<file path="src/rtl/excp_ctrl.sv">
// ---------------------------------------------------------------------------
// excp_ctrl -- MEM-stage exception / interrupt arbiter.
//
// Resolves the retiring instruction's exception flags and pending interrupts
// against the forwarded CP0 view. A taken event produces a one-cycle
// pipeline flush with a redirect PC and the CP0 update strobes. A hold window
// follows during which detection is suppressed while the pipeline refills.
//
// Optional feature: define EXCP_TIMER_INT_EN to OR timer_int_i into Cause[15]
// (IP7) before interrupt evaluation. Without it, timer_int_i is ignored.
//
// Ports:
//   clk, rst (async, active-low)
//   inst_valid_i, inst_addr_i, in_delayslot_i, excp_flags_i, stall_i
//                    MEM-stage instruction info
//                    (flags: [0] syscall, [1] RI, [2] overflow, [3] eret)
//   cp0_status_i, cp0_cause_i, cp0_epc_i    current CP0 values
//   wb_cp0_we_i, wb_cp0_waddr_i, wb_cp0_data_i    pending WB-stage CP0 write
//   timer_int_i      timer interrupt level
//   flush_o, new_pc_o, excp_code_o           flush and redirect
//   epc_we_o, epc_o, cause_we_o, cause_bd_o, exl_set_o, exl_clr_o
//                    CP0 update strobes
//   busy_o           high while in FLUSH or HOLD
// ---------------------------------------------------------------------------
module excp_ctrl #(
    parameter logic [31:0] EXC_VECTOR  = 32'h0000_0020,
    parameter int unsigned HOLD_CYCLES = 2
) (
    input  logic        clk,
    input  logic        rst,
    input  logic        inst_valid_i,
    input  logic [31:0] inst_addr_i,
    input  logic        in_delayslot_i,
    input  logic [3:0]  excp_flags_i,
    input  logic        stall_i,
    input  logic [31:0] cp0_status_i,
    input  logic [31:0] cp0_cause_i,
    input  logic [31:0] cp0_epc_i,
    input  logic        wb_cp0_we_i,
    input  logic [4:0]  wb_cp0_waddr_i,
    input  logic [31:0] wb_cp0_data_i,
    input  logic        timer_int_i,
    output logic        flush_o,
    output logic [31:0] new_pc_o,
    output logic [4:0]  excp_code_o,
    output logic        epc_we_o,
    output logic [31:0] epc_o,
    output logic        cause_we_o,
    output logic        cause_bd_o,
    output logic        exl_set_o,
    output logic        exl_clr_o,
    output logic        busy_o
);

    typedef enum logic [1:0] {S_IDLE, S_FLUSH, S_HOLD} state_t;

    localparam logic [4:0] CP0_STATUS = 5'd12;
    localparam logic [4:0] CP0_CAUSE  = 5'd13;
    localparam logic [4:0] CP0_EPC    = 5'd14;
    localparam logic [3:0] HOLD_LOAD  = 4'(HOLD_CYCLES);

    state_t      state_q, state_d;
    logic [3:0]  cnt_q, cnt_d;
    logic [31:0] pc_q, pc_d;
    logic [4:0]  code_q, code_d;
    logic [31:0] epc_q, epc_d;
    logic        bd_q, bd_d;
    logic        eret_q, eret_d;

    logic [31:0] status_fwd, cause_fwd, epc_fwd;
    logic        int_pending;
    logic        det_valid, det_eret;
    logic [4:0]  det_code;
    logic        can_detect, take;

    // CP0 forwarding from a pending WB-stage write
    always_comb begin
        status_fwd = cp0_status_i;
        epc_fwd    = cp0_epc_i;
        cause_fwd  = cp0_cause_i;
        if (wb_cp0_we_i && wb_cp0_waddr_i == CP0_STATUS) status_fwd = wb_cp0_data_i;
        if (wb_cp0_we_i && wb_cp0_waddr_i == CP0_EPC)    epc_fwd    = wb_cp0_data_i;
        // Only the software-writable Cause fields are forwarded
        if (wb_cp0_we_i && wb_cp0_waddr_i == CP0_CAUSE) begin
            cause_fwd[9:8]   = wb_cp0_data_i[9:8];
            cause_fwd[23:22] = wb_cp0_data_i[23:22];
        end
`ifdef EXCP_TIMER_INT_EN
        cause_fwd[15] = cause_fwd[15] | timer_int_i;
`endif
    end

`ifndef EXCP_TIMER_INT_EN
    logic unused_timer;
    assign unused_timer = timer_int_i;
`endif
    logic unused_bits;
    assign unused_bits = ^{status_fwd[31:16], status_fwd[7:2],
                           cause_fwd[31:16], cause_fwd[7:0]};

    assign int_pending = inst_valid_i && status_fwd[0] && !status_fwd[1]
                         && |(cause_fwd[15:8] & status_fwd[15:8]);

    // Priority encode: interrupt > RI > overflow > syscall > eret
    always_comb begin
        det_valid = 1'b1;
        det_eret  = 1'b0;
        det_code  = 5'h00;
        if (int_pending)                           det_code = 5'h00;
        else if (inst_valid_i && excp_flags_i[1])  det_code = 5'h0A;
        else if (inst_valid_i && excp_flags_i[2])  det_code = 5'h0C;
        else if (inst_valid_i && excp_flags_i[0])  det_code = 5'h08;
        else if (inst_valid_i && excp_flags_i[3])  det_eret = 1'b1;
        else                                       det_valid = 1'b0;
    end

    // The last HOLD cycle behaves like IDLE for detection, so back-to-back
    // flushes are spaced HOLD_CYCLES+1 cycles apart.
    assign can_detect = !stall_i &&
                        (state_q == S_IDLE || (state_q == S_HOLD && cnt_q <= 4'd1));
    assign take = can_detect && det_valid;

    always_ff @(posedge clk or negedge rst) begin
        if (!rst) begin
            state_q <= S_IDLE;
            cnt_q   <= '0;
            pc_q    <= '0;
            code_q  <= '0;
            epc_q   <= '0;
            bd_q    <= 1'b0;
            eret_q  <= 1'b0;
        end else begin
            state_q <= state_d;
            cnt_q   <= cnt_d;
            pc_q    <= pc_d;
            code_q  <= code_d;
            epc_q   <= epc_d;
            bd_q    <= bd_d;
            eret_q  <= eret_d;
        end
    end

    always_comb begin
        state_d = state_q;
        cnt_d   = cnt_q;
        pc_d    = pc_q;
        code_d  = code_q;
        epc_d   = epc_q;
        bd_d    = bd_q;
        eret_d  = eret_q;
        case (state_q)
            S_IDLE:  if (take) state_d = S_FLUSH;
            S_FLUSH: begin
                if (HOLD_CYCLES == 0) begin
                    state_d = S_IDLE;
                end else begin
                    state_d = S_HOLD;
                    cnt_d   = HOLD_LOAD;
                end
            end
            S_HOLD: begin
                cnt_d = cnt_q - 4'd1;
                if (cnt_q <= 4'd1) state_d = take ? S_FLUSH : S_IDLE;
            end
            default: state_d = S_IDLE;
        endcase
        if (take) begin
            pc_d   = det_eret ? epc_fwd : EXC_VECTOR;
            code_d = det_code;
            epc_d  = in_delayslot_i ? inst_addr_i - 32'd4 : inst_addr_i;
            bd_d   = in_delayslot_i;
            eret_d = det_eret;
        end
    end

    always_comb begin
        flush_o     = (state_q == S_FLUSH);
        busy_o      = (state_q != S_IDLE);
        new_pc_o    = flush_o ? pc_q : '0;
        excp_code_o = flush_o ? code_q : '0;
        epc_we_o    = flush_o && !eret_q;
        epc_o       = (flush_o && !eret_q) ? epc_q : '0;
        cause_we_o  = flush_o && !eret_q;
        cause_bd_o  = flush_o && !eret_q && bd_q;
        exl_set_o   = flush_o && !eret_q;
        exl_clr_o   = flush_o && eret_q;
    end

endmodule

</file>
<file path="config.mk">
export PLATFORM = sky130hd
export DESIGN_NAME = excp_ctrl
export DESIGN_NICKNAME = d
export VERILOG_FILES = /design/src/rtl/excp_ctrl.sv
export SDC_FILE = /design/constraint.sdc
export NUM_CORES = 1
export LEC_CHECK = 0
export CAP_MARGIN = 20
export CORE_ASPECT_RATIO = 0.8
export CORE_MARGIN = 4
export CORE_UTILIZATION = 39
export DETAILED_ROUTE_END_ITERATION = 10
export MAX_ROUTING_LAYER = met4
export PLACE_DENSITY = 0.85
export SLEW_MARGIN = 20
export SYNTH_ARGS = -nofsm -noshare
export SYNTH_HDL_FRONTEND = slang
export SYNTH_SLANG_ARGS = --single-unit
</file>
<file path="constraint.sdc">
create_clock -name clk -period 3.4 [get_ports clk]
set_clock_uncertainty 0.1 [all_clocks]
set_input_delay 0.68 -clock clk [delete_from_list [all_inputs] [get_ports clk]]
set_output_delay 0.68 -clock clk [all_outputs]
set_load 0.005 [all_outputs]
</file>
After elaboration in Yosys (flattened, before gate mapping)
Index checks and enable logic that the tools add are counted.
{"block": "classes", "addsub": 2, "order_cmp": 1, "n_eq_ne": 7, "muxes": 26, "bitwise": 1, "reduce_logical": 25}
{"op": "2-to-1 mux 32 bit", "n": 5}
{"op": "subtractor 32 x 3 -> 32 bit (second input constant)", "n": 1}
{"op": "logical AND 1 bit", "n": 16}
{"op": "2-to-1 mux 16 bit", "n": 1}
{"op": "2-to-1 mux 4 bit", "n": 4}
{"op": "== test 5 x 4 -> 1 bit (second input constant)", "n": 3}
{"op": "2-to-1 mux 1 bit", "n": 10}
{"op": "AND 8 bit", "n": 1}
{"op": "one-hot mux 4 bit (2 select lines)", "n": 1}
{"op": "OR reduction 8 bit", "n": 1}
{"op": "2-to-1 mux 2 bit", "n": 3}
{"op": "one-hot mux 2 bit (3 select lines)", "n": 1}
{"op": "2-to-1 mux 5 bit", "n": 1}
{"op": "<= comparator 4 x 1 -> 1 bit (second input constant)", "n": 1}
{"op": "nonzero test 2 bit", "n": 2}
{"op": "subtractor 4 x 1 -> 4 bit (second input constant)", "n": 1}
{"op": "logical NOT 1 bit", "n": 3}
{"op": "== test 2 x 1 -> 1 bit (second input constant)", "n": 1}
{"op": "== test 2 bit (second input constant)", "n": 1}
{"op": "logical NOT 2 bit", "n": 1}
{"op": "!= test 2 x 1 -> 1 bit (second input constant)", "n": 1}
{"op": "!= test 2 bit (second input constant)", "n": 1}
{"op": "AND reduction 2 bit", "n": 1}
{"op": "logical OR 1 bit", "n": 1}
{"block": "word_totals", "reg_bits": 77, "input_bits": 176, "out_inout_bits": 76, "word_cells": 69}

Depth between registers and ports, before layout
Gate-level depths: netlist (run 1).
{"block": "logic_depth", "word_depth": 11, "ltp_mapped": 11, "depth_no_buf": 9}

Worst setup path before layout (run 1)
No wires, ideal clock.
{"block": "synth_path", "kind": "input port to flip-flop", "start": "input wb_cp0_waddr_i[4]", "end": "register state_q[0]", "setup_ps": 124, "arrival_time_ps": 2474, "required_time_ps": 3176, "setup_slack_ps": 702, "cell_stages": 9, "path_buffers": 2, "cell_sequence": "nand4b_4 -> or3_1 -> buf_2 -> mux2_4 -> a32o_1 -> o21ai_4 -> buf_4 -> nor3_1 -> a211o_1"}
{"block": "synth_via", "elab_chain_cells": 11, "elab_cells_between_ends": 19, "cone_classes": "3 x eq/ne; 6 x mux; 1 x bitwise; 9 x reduce/logical"}
{"item": "start, declared", "line": "40", "text": "input logic [4:0] wb_cp0_waddr_i,"}
{"item": "== test 5 x 4 -> 1 bit (on tied branches)", "line": "84, 81"}
{"item": "logical AND 1 bit (on tied branches)", "line": "84, 81"}
{"item": "2-to-1 mux 2 bit / 2-to-1 mux 16 bit (equally long branches)", "line": "84, 81"}
{"item": "AND 8 bit (tied with other cells)", "line": "102", "text": "&& |(cause_fwd[15:8] & status_fwd[15:8]);"}
{"item": "OR reduction 8 bit / logical AND 1 bit (equally long branches)", "line": "102, 101"}
{"item": "logical AND 1 bit *", "line": "102"}
{"item": "2-to-1 mux 1 bit *", "line": "109", "text": "if (int_pending) det_code = 5'h00;"}
{"item": "logical AND 1 bit *", "line": "121", "text": "assign take = can_detect && det_valid;"}
{"item": "2-to-1 mux 1 bit", "line": "163", "text": "if (cnt_q <= 4'd1) state_d = take ? S_FLUSH : S_IDLE;"}
{"item": "2-to-1 mux 2 bit", "line": "163"}
{"item": "one-hot mux 2 bit (3 select lines)", "line": "151", "text": "case (state_q)"}
{"item": "end signal, assigned", "line": "133", "text": "state_q <= state_d;"}
{"item": "end, declared", "line": "62", "text": "state_t state_q, state_d;"}
Every way passes the cells marked *; elsewhere a longest branch is shown, timed or not. The select of a mux whose other input is x is not followed.
A chain may end at the register's enable or synchronous reset.

Final worst setup path (run 1)
{"block": "layout_path", "start": "input wb_cp0_waddr_i[3]", "end": "register state_q[0]"}
The elaborated chain is that of the path after synthesis.

==> out/metrics.yaml, run 1 <==
floorplanning:
  coreArea_um2: 11100
  start_util: 0.409
  die-height_um: 105
  rows: 34
  io_pins: 252
  die_x_um: 129
  die_area_um2: 13400
critical_path:
  cp.arrival_ns: 3.11
  r2r-start: "state_q[0]"
  r2r_setup_slack_ns: 0.68
  crit_slowest_cell: "clkdlybuf4s50_1"
  r2r.worst_path.cells: 9
  worstSetupStartpoint: "wb_cp0_waddr_i[3]"
  crit_path_max_incr_delay_ns: 0.51
  worstPathCellList: "clkdlybuf4s50_1 > nand4b_4 > or3_1 > buf_4 > mux2_2 > nand4_1 > o21ai_4 > buf_12 > nor3_1 > a211o_1"
  regToRegEndpoint: "code_q[2]"
  critPathRequiredTime_ns: 3.51
  cp-start-kind: "primary input"
  path_max_fanout: 31
  crit_type: "primary input to flip-flop"
  critPathCaptureType: "flip-flop"
  endpoint: "state_q[0]"
final_layout:
  drive_gt1_frac: 0.0823
  layout.cells.most_common_list: "clkdlybuf4s50_1 (201), nand2_1 (94), dfrtp_1 (75)"
  finalNonFillerCells: 849
  layout-area-overhead-vs-synth_pct: 55.7
  antennaDiodeCount: 0
  final_common_cell: "clkdlybuf4s50_1"
  final_util: 0.637
  layout.nets: 885
power:
  seqPwrFrac: 0.373
  p_sw_uw: 1040
  combPwrFrac: 0.359
  intPower_uw: 2350
  vdd.ir_drop.worst_mv: 0.321
  p_sw_frac: 0.306
  p_clk_frac: 0.268
  power.density_nw_per_um2: 480
  leakage_uw: 0.00289
sta:
  slew_violations: 0
  fin_crit_sh: 0.883
  finalCriticalPeriod_ns: 3.00
  setup_violations: 0
  fmax_ghz: 0.333
  rsz0062_at_grt: "false"
  hold_viol: 0
  tns_ns: 0
routing:
  wl_um: 14000
  drtAntennaViolNets: 0
  m1WireLength_um: 5810
  wl_met3_um: 702
  wl_met2_um: 7260
  vias: 4255
  route.detailed.drc: 0
  highest_layer: "met4"
  wl_per_cell_um: 16.5
  first_pass_iters: 5
  drtIter0Drc: 225
  viasPerCell: 5.01
grt:
  gr-usage-all-layers: 0.215
  overflow: 0
  grt_pass1_wl_um: 22700
  antenna_found_initial: 0
  first_global_vias: 4498
  grt_max_degree: 76
clock_tree:
  post_cts_buffers: 0
  holdBufCountCts: 0
  clock_sink_count: 75
  cts_buffers: 9
  post_cts_resized: 0
  cts_tree: "done"
  htree_levels: 3
  clock_latency_ns: 0.32
  clkSlewWorstSetupHoldPaths_ns: 0.06
  clk_path_buf_depth: 2
  root_buffer: "clkbuf_16"
placement:
  dp_cells: 834
  port_buffers: 202
  hpwlAfterDp_um: 11000
  gp_congestion: 0.841
run:
  drv_cap: 0
logic_synthesis:
  synth_area_um2: 4540
  async_flop_share: 1.00
  synthTopCellsByArea: "dfrtp_1 (41%), and2_1 (9.5%), nand2_1 (7.8%)"
  syn_inst: 500
  yosysUniqueCellTypes: 53
  ys.flop_type: "dfrtp_1"
  synth_edf_count: 0
  synth-seq-cells: 75
  ys_seq_area_frac: 0.413
  yosys_warnings: 0
  synth_area_leader_cell: "dfrtp_1"
  synth_top_area_share: 0.413
  syn_avg_cell_area_um2: 9.08
worst_hold_path:
  min_path_type: "primary input to asynchronous set/reset pin"
status:
  outcome: "finished, final reports clean"
-- layout make-up --
| cell class | instances | area (µm²) |
|---|---|---|
| clock buffers | 9 | 225 |
| repair buffers | 220 | 2210 |
| inverters | 10 | 37.5 |
| fillers | 913 | 4030 |
| well taps | 144 | 180 |
| multi-input cells | 386 | 2480 |
| flip-flops and latches | 75 | 1880 |
| clock inverters | 5 | 56.3 |
-- worst min-delay path by stage --
stage | cells past startpoint | endpoint | start | slack, ns
after floorplan | 0 | bd_q | rst | 0.28
after global placement | 2 | epc_q[0] | epc_q[0] | 0.35
after detailed placement | 2 | epc_q[1] | epc_q[1] | 0.36
after CTS | 2 | epc_q[1] | epc_q[1] | 0.38
after global routing | 1 | pc_q[8] | rst | 0.23
final | 1 | pc_q[14] | rst | 0.21
-- state kept, by name, summed over array words and instances (netlist names) --
signal   count
bd_q         1
cnt_q        4
code_q       3
epc_q       32
eret_q       1
pc_q        32
state_q      2
-- per-layer routing --
metal  GRT usage  vias up
met5           -        -
met4      0.0547        0
met3      0.0354       19
met2       0.366      143
met1       0.267     2001
li1            -     2092
-- critical path, delay by kind of cell --
kind,cells,cell delay (ns)
compound gates,2,0.54
buf+inv,3,0.89
simple gates,4,0.76
mux,1,0.23
-- synthesized netlist by cell type (2+ instances only) --
library cell / number
nand2_1: 94
a22oi_1: 5
o31ai_1: 3
o21ai_1: 36
inv_1: 10
nor4_1: 5
nor4_4: 2
buf_2: 10
ha_1: 7
or2_4: 2
nor3_1: 5
nand3_1: 4
dfrtp_1: 75
and2_1: 69
buf_4: 8
mux2_2: 4
xor2_1: 9
clkbuf_1: 12
or3_1: 6
nor2_1: 16
mux2i_1: 33
or4_1: 3
or4_4: 2
o21ai_0: 27
nor2b_1: 4
a21oi_1: 2
a31oi_1: 3
xnor2_1: 19
-- power groups by stage --
stage	sequential, µW	combinational, µW	clock, µW
2_1_floorplan	1240	600	0
3_3_place_gp	1260	1180	0
3_5_place_dp	1280	1230	0
4_1_cts	1270	1230	933
5_1_grt	1300	1360	970
6_report	1270	1220	910
-- cell families (layout without fill, tap and decap cells) --
logic type               Yosys count  count (layout)  share of synthesized area
XOR/XNOR                          28              28                     0.0540
AO/OA/AOI/OAI                     86              86                      0.111
other                              1               2                   0.000826
multiplexers                      39              39                     0.0885
AND/OR/NAND/NOR                  224             224                      0.271
flip-flops                        75              75                      0.413
adder cells (fa/ha/maj)            7               7                     0.0193
buffers and inverters             40             244                     0.0424
-- metrics by stage --
stage               setup slack (ns)  hold slack, ns  total power, µW  instance area, µm²
finish                         0.399           0.206             3390                7070
global placement               0.112           0.350             2440                6760
floorplan                      0.702           0.284             1840                4540
global route                   0.279           0.231             3630                7070
detailed placement            0.0546           0.362             2510                6760
CTS                            0.406           0.376             3440                7040
No activity file was read; power rests on OpenSTA's default activity.
==> run 2, diff against run 1 <==
- CORE_ASPECT_RATIO: 0.8 -> not set
- SETUP_SLACK_MARGIN: not set -> 0.2
==> run 2 against run 1 <==
Effect of this change:
- count of clock-buffer cells in the layout up 4
- global-route usage down 1.2 points
- first-iteration DRC count down 13%
- highest routed layer unchanged
- critical path type unchanged
==> out/metrics.yaml, run 2 (synthesized netlist as in run 1, its figures left out) <==
floorplanning:
  coreArea_um2: 11400  # was 11100 µm²
  start_util: 0.398  # was 0.409
  die_x_um: 116  # was 129 µm
  die_area_um2: 13400  # about the same
  die-height_um: 116  # was 105 µm
  rows: 39  # was 34
  io_pins: 252  # unchanged
power:
  leakage_uw: 0.00285  # was 0.00289 µW
  power.density_nw_per_um2: 474  # was 480 nW/µm²
  finalPower_uw: 3320  # was 3390 µW
  vdd.ir_drop.worst_mv: 0.271  # was 0.321 mV
clock_tree:
  clock_sink_count: 75  # unchanged
  holdBufCountCts: 0  # unchanged
  root_buffer: "clkbuf_16"  # unchanged
  clock_latency_ns: 0.32  # about the same
  clkSlewWorstSetupHoldPaths_ns: 0.05  # was 0.06 ns
  cts_tree: "done"  # unchanged
  cts_buffers: 9  # unchanged
  post_cts_resized: 0  # unchanged
  htree_levels: 3  # unchanged
  clk_path_buf_depth: 2  # unchanged
  post_cts_buffers: 0  # unchanged
critical_path:
  crit_slowest_cell: "clkdlybuf4s50_1"  # unchanged
  r2r.worst_path.cells: 8  # was 9
  worstPathCellList: "clkdlybuf4s50_1 > nand4b_4 > or3_1 > buf_4 > mux2i_1 > a21oi_1 > o21ai_4 > buf_12 > o41ai_1"  # was clkdlybuf4s50_1 > nand4b_4 > or3_1 > buf_4 > mux2_2 > nand4_1 > o21ai_4 > buf_12 > nor3_1 > a211o_1
  crit_type: "primary input to flip-flop"  # unchanged
  endpoint: "code_q[2]"  # was state_q[0]
  cp.arrival_ns: 3.11  # about the same
  r2r-start: "state_q[0]"  # unchanged
  critical_path.top_delay_family: "buffers and inverters"  # unchanged
  worst-path-buf-inv: 3  # unchanged
  regToRegEndpoint: "code_q[2]"  # unchanged
  critPathRequiredTime_ns: 3.50  # was 3.51 ns
  worstSetupStartpoint: "wb_cp0_we_i"  # was wb_cp0_waddr_i[3]
  path_max_fanout: 57  # was 31
  cp-start-kind: "primary input"  # unchanged
  crit_path_max_incr_delay_ns: 0.52  # was 0.51 ns
  critPathCaptureType: "flip-flop"  # unchanged
  r2r_setup_slack_ns: 0.52  # was 0.68 ns
  worst-path-stages: 9  # was 10
grt:
  grt_pass1_wl_um: 21200  # was 22700 µm
  first_global_vias: 4428  # was 4498
  grt_max_degree: 76  # unchanged
  gr-usage-all-layers: 0.203  # was 0.215
  overflow: 0  # unchanged
  antenna_found_initial: 0  # unchanged
sta:
  relSlewSlack: 0.363
  setup_violations: 0  # unchanged
  slew_violations: 0  # unchanged
  whs_ns: 0.367  # was 0.206 ns
  fmax_ghz: 0.332  # was 0.333 GHz
  fin_crit_sh: 0.885  # was 0.883
  finalCriticalPeriod_ns: 3.01  # was 3.00 ns
  hold_viol: 0  # unchanged
  rsz0062_at_grt: "false"  # unchanged
  worstMarginPinSlew_ns: 0.955
  tns_ns: 0  # unchanged
routing:
  first_pass_iters: 5  # unchanged
  wl_per_cell_um: 16.1  # was 16.5 µm
  route.detailed.drc: 0  # unchanged
  vias: 4316  # was 4255
  drtIter0Drc: 196  # was 225
  viasPerCell: 5.10  # was 5.01
  wl_um: 13600  # was 14000 µm
  drtAntennaViolNets: 0  # unchanged
final_layout:
  multi_input_area_um2: 2480  # unchanged
  antennaDiodeCount: 0  # unchanged
  top_regs: "epc_q x32, pc_q x32, cnt_q x4"  # unchanged
  regArea_um2: 1880  # unchanged
  drive_gt1_frac: 0.0754  # was 0.0823
  n_fill_cell: 950  # was 913
  final_common_cell: "clkdlybuf4s50_1"  # unchanged
  layout.nets: 882  # was 885
  layout.cells.most_common_list: "clkdlybuf4s50_1 (201), nand2_1 (94), dfrtp_1 (75)"  # unchanged
  layout-area-overhead-vs-synth_pct: 54.1  # was 55.7%
  final_util: 0.613  # was 0.637
placement:
  gp_congestion: 0.833  # was 0.841
  hpwlAfterDp_um: 10700  # was 11000 µm
  port_buffers: 202  # unchanged
run:
  drv_cap: 0  # unchanged
worst_hold_path:
  min_path_type: "flip-flop to flip-flop"  # was primary input to asynchronous set/reset pin
status:
  outcome: "finished, final reports clean"  # unchanged
[run 2: how the worst min path moves through the flow]
stage	depth (start not counted)	slack [ns]	start	endpoint
detailed placement	2	0.36	bd_q	bd_q
CTS	2	0.37	bd_q	bd_q
global route	2	0.40	epc_q[18]	epc_q[18]
global placement	2	0.35	epc_q[0]	epc_q[0]
finish	2	0.37	bd_q	bd_q
floorplan	0	0.28	rst	bd_q
[run 2: layout make-up]
type                    count  share of cell area
flip-flops and latches     75               0.268
multi-input cells         386               0.355
clock inverters             2             0.00179
inverters                  10             0.00537
clock buffers              13              0.0358
well taps                 143              0.0256
repair buffers            217               0.308
[run 2: worst reg2reg max path, stage by stage, from the launching register on]
cell,delay [ns]
dfrtp_1,0.42
inv_1,0.13
ha_1,0.34
a31oi_1,0.17
or3b_2,0.52
a21oi_1,0.33
o21ai_4,0.18
buf_12,0.24
o41ai_1,0.33
[run 2: power breakdown]
part,switching [µW],internal (µW),leakage [µW],total (µW)
Combinational,561,645,0.00175,1210
Sequential,124,1140,0.000975,1260
Clock,338,510,0.000126,847
Total,1020,2290,0.00285,3320
[run 2: routing by layer]
metal,wire length [µm],global-route usage,up-vias
li1,-,-,2084
met3,899,0.0339,21
met4,232,0.0588,0
met2,7040,0.364,160
met1,5460,0.233,2051
met5,0,-,-
[run 2: through the flow]
stage / setup slack, ns / instances / cell area (µm²)
6_report: 0.389 / 846 / 7000
5_1_grt: 0.272 / 846 / 7000
4_1_cts: 0.378 / 846 / 7000
3_5_place_dp: 0.0873 / 831 / 6730
3_3_place_gp: 0.108 / 831 / 6730
2_1_floorplan: 0.702 / 501 / 4540
==> run 3, diff against run 2 <==
- SLEW_MARGIN: 20 -> 30
==> run 3 against run 2 <==
Effect of this change:
- utilization barely moved
- combinational power barely moved
- total power barely moved
- count of clock-buffer cells in the layout did not move
- flip-flop and latch count did not move
- sequential share of layout area barely moved
- worst hold slack got worse by 0.081 ns
- cell count did not move
- clock power barely moved
- critical path type unchanged
- critical endpoint unchanged
- largest cell class unchanged
==> out/metrics.yaml, run 3 (synthesized netlist as in run 1, its figures left out) <==
critical_path:
  worst-path-buf-inv: 3  # unchanged
  crit_slowest_cell: "clkdlybuf4s50_1"  # unchanged
  regToRegEndpoint: "code_q[2]"  # unchanged
  path_max_fanout: 57  # unchanged
  cp-start-kind: "primary input"  # unchanged
  critical_path.top_delay_family: "buffers and inverters"  # unchanged
  r2r_setup_slack_ns: 0.55  # was 0.52 ns
  cp.arrival_ns: 3.11  # about the same
  r2r.worst_path.cells: 8  # unchanged
  worstSetupStartpoint: "wb_cp0_we_i"  # unchanged
  critPathCaptureType: "flip-flop"  # unchanged
  worstPathCellList: "clkdlybuf4s50_1 > nand4b_4 > or3_1 > buf_4 > mux2i_1 > a21oi_1 > o21ai_4 > buf_12 > o41ai_1"  # unchanged
  crit_path_max_incr_delay_ns: 0.52  # about the same
  crit_type: "primary input to flip-flop"  # unchanged
  critPathRequiredTime_ns: 3.50  # about the same
  r2r-start: "state_q[0]"  # unchanged
final_layout:
  layout-area-overhead-vs-synth_pct: 54.1  # about the same
  final_common_cell: "clkdlybuf4s50_1"  # unchanged
  antennaDiodeCount: 0  # unchanged
  drive_gt1_frac: 0.0754  # unchanged
  n_fill_cell: 948  # was 950
  layout.nets: 882  # unchanged
  top_regs: "epc_q x32, pc_q x32, cnt_q x4"  # unchanged
  layout.cells.most_common_list: "clkdlybuf4s50_1 (201), nand2_1 (94), dfrtp_1 (75)"  # unchanged
sta:
  fmax_ghz: 0.332  # about the same
  rsz0062_at_grt: "false"  # unchanged
  setup_violations: 0  # unchanged
  relSlewSlack: 0.541  # was 0.363
  tns_ns: 0  # unchanged
  fin_crit_sh: 0.885  # about the same
  hold_viol: 0  # unchanged
  slew_violations: 0  # unchanged
  finalCriticalPeriod_ns: 3.01  # about the same
  worstMarginPinSlew_ns: 0.688  # was 0.955 ns
  whs_ns: 0.286  # was 0.367 ns
routing:
  viasPerCell: 5.12  # was 5.10
  first_pass_iters: 5  # unchanged
  vias: 4328  # was 4316
  wl_per_cell_um: 16.1  # about the same
  wl_um: 13600  # about the same
  drtAntennaViolNets: 0  # unchanged
  drtIter0Drc: 196  # unchanged
  route.detailed.drc: 0  # unchanged
status:
  outcome: "finished, final reports clean"  # unchanged
clock_tree:
  holdBufCountCts: 0  # unchanged
  post_cts_resized: 0  # unchanged
  post_cts_buffers: 0  # unchanged
  clk_path_buf_depth: 2  # unchanged
  clkSlewWorstSetupHoldPaths_ns: 0.06  # was 0.05 ns
  htree_levels: 3  # unchanged
  cts_tree: "done"  # unchanged
  cts_buffers: 9  # unchanged
  root_buffer: "clkbuf_16"  # unchanged
  clock_sink_count: 75  # unchanged
  clock_latency_ns: 0.32  # about the same
power:
  seqPwrFrac: 0.381  # about the same
  p_sw_uw: 1020  # about the same
  combPwrFrac: 0.363  # was 0.364
  p_clk_frac: 0.256  # about the same
  intPower_uw: 2290  # about the same
  p_sw_frac: 0.308  # about the same
  vdd.ir_drop.worst_mv: 0.271  # about the same
  power.density_nw_per_um2: 474  # about the same
  leakage_uw: 0.00285  # about the same
grt:
  overflow: 0  # unchanged
  grt_pass1_wl_um: 21200  # unchanged
  antenna_found_initial: 0  # unchanged
  first_global_vias: 4428  # unchanged
  grt_max_degree: 76  # unchanged
  gr-usage-all-layers: 0.203  # unchanged
run:
  drv_cap: 0  # unchanged
placement:
  port_buffers: 202  # unchanged
  gp_congestion: 0.833  # unchanged
  hpwlAfterDp_um: 10700  # unchanged
floorplanning:
  start_util: 0.398  # unchanged
  die_x_um: 116  # unchanged
  rows: 39  # unchanged
  io_pins: 252  # unchanged
  coreArea_um2: 11400  # unchanged
  die-height_um: 116  # unchanged
  die_area_um2: 13400  # unchanged
worst_hold_path:
  min_path_type: "primary input to asynchronous set/reset pin"  # was flip-flop to flip-flop
==> run 3: how the worst max path moves through the flow <==
stage                 endpoint  slack, ns  cells past startpoint
floorplan           state_q[0]       0.70                      9
global placement    state_q[1]       0.11                      8
detailed placement   epc_q[11]       0.09                      7
CTS                  code_q[2]       0.38                      9
global route         code_q[2]       0.27                      9
finish               code_q[2]       0.39                      9
==> run 3: power groups by stage <==
stage	combinational, µW	clock, µW	sequential, µW
final	1200	848	1260
after global routing	1350	913	1290
after CTS	1220	867	1260
after detailed placement	1220	0	1280
after global placement	1170	0	1260
after floorplan	600	0	1240
==> run 3: area by class of cell <==
| cell class | instances | area (µm²) | share of cell area |
|---|---|---|---|
| clock buffers | 13 | 250 | 0.0358 |
| well taps | 143 | 179 | 0.0256 |
| flip-flops and latches | 75 | 1880 | 0.268 |
| multi-input cells | 386 | 2480 | 0.355 |
| clock inverters | 2 | 12.5 | 0.00179 |
| repair buffers | 217 | 2160 | 0.309 |
| inverters | 10 | 37.5 | 0.00536 |
==> run 3: per-stage QoR <==
| stage | instance area, µm² | setup WS, ns | power, µW | utilization | std cells |
|---|---|---|---|---|---|
| 2_1_floorplan | 4540 | 0.702 | 1840 | - | 501 |
| 3_3_place_gp | 6730 | 0.108 | 2430 | 0.590 | 831 |
| 3_5_place_dp | 6730 | 0.0873 | 2490 | 0.590 | 831 |
| 4_1_cts | 7000 | 0.378 | 3350 | 0.613 | 846 |
| 5_1_grt | 7000 | 0.272 | 3550 | 0.613 | 846 |
| 6_report | 7000 | 0.391 | 3310 | 0.613 | 846 |
==> run 3: routing by layer <==
metal,up-vias,GRT usage,share of wire
met1,2059,0.233,0.39
met5,-,-,0
met4,0,0.0588,0.017
met2,164,0.364,0.52
met3,19,0.0339,0.072
li1,2086,-,-
